===== src/rtl/prog_loader.sv =====
// prog_loader: byte-stream program loader, write side of the instruction memory.
// Receives a framed image (4-byte little-endian length, payload, 1-byte XOR checksum)
// over a valid/ready byte stream, writes each payload byte to START_POS + index, and
// holds the CPU until a frame with a matching checksum has been loaded.
//
// Ports:
//   clk       system clock, rising edge
//   rst_n     asynchronous active-low reset
//   rx_data   incoming stream byte
//   rx_valid  rx_data valid
//   rx_ready  loader can accept a byte (LEN/DATA/CSUM only)
//   start     one-cycle pulse, re-arms the loader from DONE or ERR
//   wr_en     memory byte-write strobe (one cycle per accepted payload byte)
//   wr_addr   absolute byte address of the write
//   wr_data   byte to write
//   cpu_hold  1 = CPU held; low only in DONE
//   done      image loaded and checksum matched
//   error     length overflow or checksum mismatch
//   byte_cnt  payload bytes written so far
module prog_loader #(
  parameter logic [31:0] MEM_SIZE  = 32'd4096,
  parameter logic [31:0] START_POS = 32'hbfc00000
) (
  input  logic        clk,
  input  logic        rst_n,
  input  logic [7:0]  rx_data,
  input  logic        rx_valid,
  output logic        rx_ready,
  input  logic        start,
  output logic        wr_en,
  output logic [31:0] wr_addr,
  output logic [7:0]  wr_data,
  output logic        cpu_hold,
  output logic        done,
  output logic        error,
  output logic [31:0] byte_cnt
);

  typedef enum logic [2:0] {
    S_LEN,
    S_DATA,
    S_CSUM,
    S_DONE,
    S_ERR
  } state_t;

  state_t      state_q, state_d;
  logic [31:0] len_q;
  logic [1:0]  hdr_cnt_q;
  logic [31:0] idx_q;
  logic [7:0]  csum_q;

  logic        accept;
  logic [31:0] len_full;
  logic [31:0] idx_next;

  assign accept   = rx_valid && rx_ready;
  // Little-endian assembly: each new byte enters at the top, so after four
  // bytes the first one received sits in bits 7:0.
  assign len_full = {rx_data, len_q[31:8]};
  assign idx_next = idx_q + 32'd1;

  // Status outputs are pure decodes of the state so they follow reset at once.
  assign rx_ready = rst_n && (state_q inside {S_LEN, S_DATA, S_CSUM});
  assign done     = (state_q == S_DONE);
  assign error    = (state_q == S_ERR);
  assign cpu_hold = (state_q != S_DONE);
  assign byte_cnt = idx_q;

  always_ff @(posedge clk or negedge rst_n) begin
    if (!rst_n) begin
      state_q <= S_LEN;
    end else begin
      state_q <= state_d;
    end
  end

  always_comb begin
    state_d = state_q;
    case (state_q)
      S_LEN: begin
        if (accept && hdr_cnt_q == 2'd3) begin
          if (len_full > MEM_SIZE)      state_d = S_ERR;
          else if (len_full == '0)      state_d = S_CSUM;
          else                          state_d = S_DATA;
        end
      end
      S_DATA: begin
        if (accept && idx_next == len_q) state_d = S_CSUM;
      end
      S_CSUM: begin
        if (accept) state_d = (rx_data == csum_q) ? S_DONE : S_ERR;
      end
      S_DONE, S_ERR: begin
        if (start) state_d = S_LEN;
      end
      default: state_d = S_LEN;
    endcase
  end

  always_ff @(posedge clk or negedge rst_n) begin
    if (!rst_n) begin
      len_q     <= '0;
      hdr_cnt_q <= '0;
      idx_q     <= '0;
      csum_q    <= '0;
      wr_en     <= 1'b0;
      wr_addr   <= '0;
      wr_data   <= '0;
    end else begin
      wr_en <= 1'b0;
      case (state_q)
        S_LEN: begin
          if (accept) begin
            len_q     <= len_full;
            // Wraps back to 0 after the fourth byte, ready for the next frame.
            hdr_cnt_q <= hdr_cnt_q + 2'd1;
          end
        end
        S_DATA: begin
          if (accept) begin
            wr_en   <= 1'b1;
            wr_addr <= START_POS + idx_q;
            wr_data <= rx_data;
            idx_q   <= idx_next;
            csum_q  <= csum_q ^ rx_data;
          end
        end
        S_DONE, S_ERR: begin
          if (start) begin
            len_q     <= '0;
            hdr_cnt_q <= '0;
            idx_q     <= '0;
            csum_q    <= '0;
          end
        end
        default: ;
      endcase
    end
  end

endmodule


===== config.mk =====
export PLATFORM = sky130hd
export DESIGN_NAME = prog_loader
export DESIGN_NICKNAME = d
export VERILOG_FILES = /design/src/rtl/prog_loader.sv
export SDC_FILE = /design/constraint.sdc
export NUM_CORES = 1
export LEC_CHECK = 0
export BUFFER_PORTS_ARGS = -buffer_cell sky130_fd_sc_hd__buf_2
export CAP_MARGIN = 25
export CORE_UTILIZATION = 60
export CTS_BUF_LIST = sky130_fd_sc_hd__clkbuf_4 sky130_fd_sc_hd__clkbuf_8
export DETAILED_ROUTE_END_ITERATION = 8
export PLACE_DENSITY = 0.91
export SYNTH_ARGS = -nofsm -noshare
export SYNTH_HDL_FRONTEND = slang
export SYNTH_SLANG_ARGS = --single-unit

===== constraint.sdc =====
create_clock -name clk -period 2.7 [get_ports clk]
set_input_delay 0.135 -clock clk [delete_from_list [all_inputs] [get_ports clk]]
set_output_delay 0.135 -clock clk [all_outputs]
set_load 0.005 [all_outputs]

==> flow_summary.ini <==
[cells_and_area]
multi_input_area_um2 = 3279
antennaDiodeCount = 0
fin_cells = 978
area_growth_pct = 19.46
nFillCells = 771
regArea_um2 = 2953
final_nets = 845
fin_area_um2 = 7697
drive_above_1_share_pct = 21.02

[sta]
fmax_mhz = 388.5
layout_setup_ws_ns = 0.1262
slew_violations = 0
tightest_slew_ns = 0.7909
post-route-period-util_pct = 95.33
fin_setup_tns_ns = 0
fin_crit_ns = 2.574
finalHoldViolations = 0
slew_headroom_pct = 47.27
rsz0062_at_grt = no
clock_skew_ns = 0.01357
setup_violations = 0

[worst_setup_path]
cp-end-kind = flop
critPathKind = reg -> reg
critPathMaxFanout = 2
startpoint_type = flop
required_ns = 3.00
cp_data_arrival_time_ns = 2.87

[placement]
port_buffers = 88
placed_cell_area_um2 = 7152
post-place-ws_ns = 0.1483
gp_congestion = 0.9465
dp_cells = 937
post-dp-hpwl_um = 12920

[min_path]
hp-class = in -> reg

[clock_tree]
cts.sinks = 118
cts_tree = done
post_cts_buffers = 0
cts_root_buf = clkbuf_8
clk_path_buf_depth = 2
cts_buffers = 17
clkLatencyLatePin_ns = 0.44
path_clk_slew_ns = 0.07
htreeDepth = 4

[logic_synthesis]
yosysTopAreaCell = dfrtp_1
yosysMostFrequentCell = nand2_1
synth_seq_cells = 118
synth_cell_types = 57
synth_edf_count = 0
synthTopCellsByCount = nand2_1, dfrtp_1, o21ai_0
synth_area_um2 = 6444
syn_inst = 728
synthArstFlopShare_pct = 100.0
synth.net_count = 744
yosysSeqAreaShare_pct = 45.83
syn_avg_cell_area_um2 = 8.851
synth_area_leaders = dfrtp_1, nand2_1, o21ai_0
ys.flop_type = dfrtp_1
yosys_warnings = 0
yosysTopAreaCellShare_pct = 45.83

[power]
powerDensity_nw_per_um2 = 727.7
irDropWorstVdd_mv = 0.5435
p_leak_nw = 3.839

[routing]
drc = 0
vias = 6078
drt-total-wl_um = 18680
via_per_inst = 6.215
drt_iter0_markers = 508
wl_per_cell_um = 19.10
dr.pass1.iters = 5
ant_nets = 0

[grt]
grt_max_degree = 64
overflow = 0
grt_pass1_vias = 5740
antenna_found_initial = 0
track_usage_pct = 35.36
grt_pass1_wl_um = 30070

[floorplanning]
io_pins = 89
rows = 37
core_area_um2 = 10370
start_util_pct = 62.14
die_h_um = 105.6
die-area_um2 = 11160
die_w_um = 105.6

[flow_run]
max_cap_violations = 0

[outcome]
status = finished clean
worst paths after layout:
| check | start | endpoint | slack (ns) | cells past startpoint |
|---|---|---|---|---|
| hold / removal | start | state_q[2] | 0.05 | 2 |
| hold reg to reg | wr_data[7] | wr_data[7] | 0.47 | 2 |
| setup / recovery | byte_cnt[0] | state_q[0] | 0.13 | 8 |
| max in group asynchronous | rst_n | len_q[15] | 0.90 | 4 |
| min in group asynchronous | rst_n | hdr_cnt_q[0] | 0.06 | 2 |
| setup reg to reg | byte_cnt[0] | state_q[0] | 0.13 | 8 |
cells in the final DEF, fill, tap and decap left out, drive strengths merged, types with 5 or more instances in the layout:
master / synthesis / layout
nor4: 15 / 15
nor2: 47 / 47
nand4: 20 / 20
a21oi: 18 / 18
dfrtp: 118 / 118
xor2: 19 / 19
o31ai: 14 / 14
and2: 12 / 12
and4: 5 / 5
o21ai: 81 / 81
a22o: 32 / 32
xnor2: 39 / 39
nand2: 142 / 142
buf: 15 / 125
and3: 10 / 10
inv: 8 / 8
nor3: 12 / 12
clkbuf: 37 / 24
dlygate4sd3: 0 / 9
nand3: 25 / 25
stage by stage:
| step | hold WS [ns] | total power [mW] | util (%) |
|---|---|---|---|
| after detailed placement | -0.03403 | 3.747 | 68.97 |
| after global placement | -0.03540 | 3.709 | 68.97 |
| after CTS | 0.01638 | 5.589 | 74.18 |
| after floorplan | -0.1606 | 3.275 | - |
| after global routing | 0.02086 | 5.855 | 74.23 |
| final | 0.04746 | 5.601 | 74.23 |
report_power, final:
group	switching (mW)	internal, mW
combinational	0.683	0.632
clock	0.704	1.12
sequential	0.441	2.02
what timing repair did:
item	4_1_cts	5_1_grt
endpoints found under the setup margin	0	2
resized for setup	0	1
hold buffers	9	0
hold endpoints to repair	68	0
critical path, cell delays in order, from the launching register on:
cell and delay [ns]:
dfrtp_1 0.40, ha_1 0.34, xnor2_1 0.18, nand2_1 0.07, nor4_1 0.32, o2111ai_1 0.19, or4_4 0.44, nor4_2 0.40
a21oi_1 0.11
routing by layer:
metal	GRT usage, %	routed length, um
met5	0	0
met2	54.75	8850
met4	15.28	586
met3	10.08	1682
met1	46.60	7558
area by class of cell:
class                      instances  area share (%)
tap                              136           2.211
multi-input combinational        549           42.60
clock inverter                     8           1.886
clock buffer                      24           3.966
timing repair buffer             134           10.53
inverter                           9          0.4389
sequential                       118           38.36
state kept, by name (all words and copies together) (netlist names):
register	cells
hdr_cnt_q	2
wr_data	8
state_q	3
wr_addr	32
len_q	32
wr_en	1
csum_q	8
byte_cnt	32
kinds of logic after synthesis:
logic type,after synthesis,synth area share (%)
xor gates and xnor gates,58,7.884
buffers and inverters,61,3.767
AOI/OAI and AO/OA,177,17.65
muxes,5,0.7961
and+or+nand+nor,305,23.30
DFF,118,45.83
adders and majority gates,4,0.7767
No activity file was read; power rests on OpenSTA's default activity.
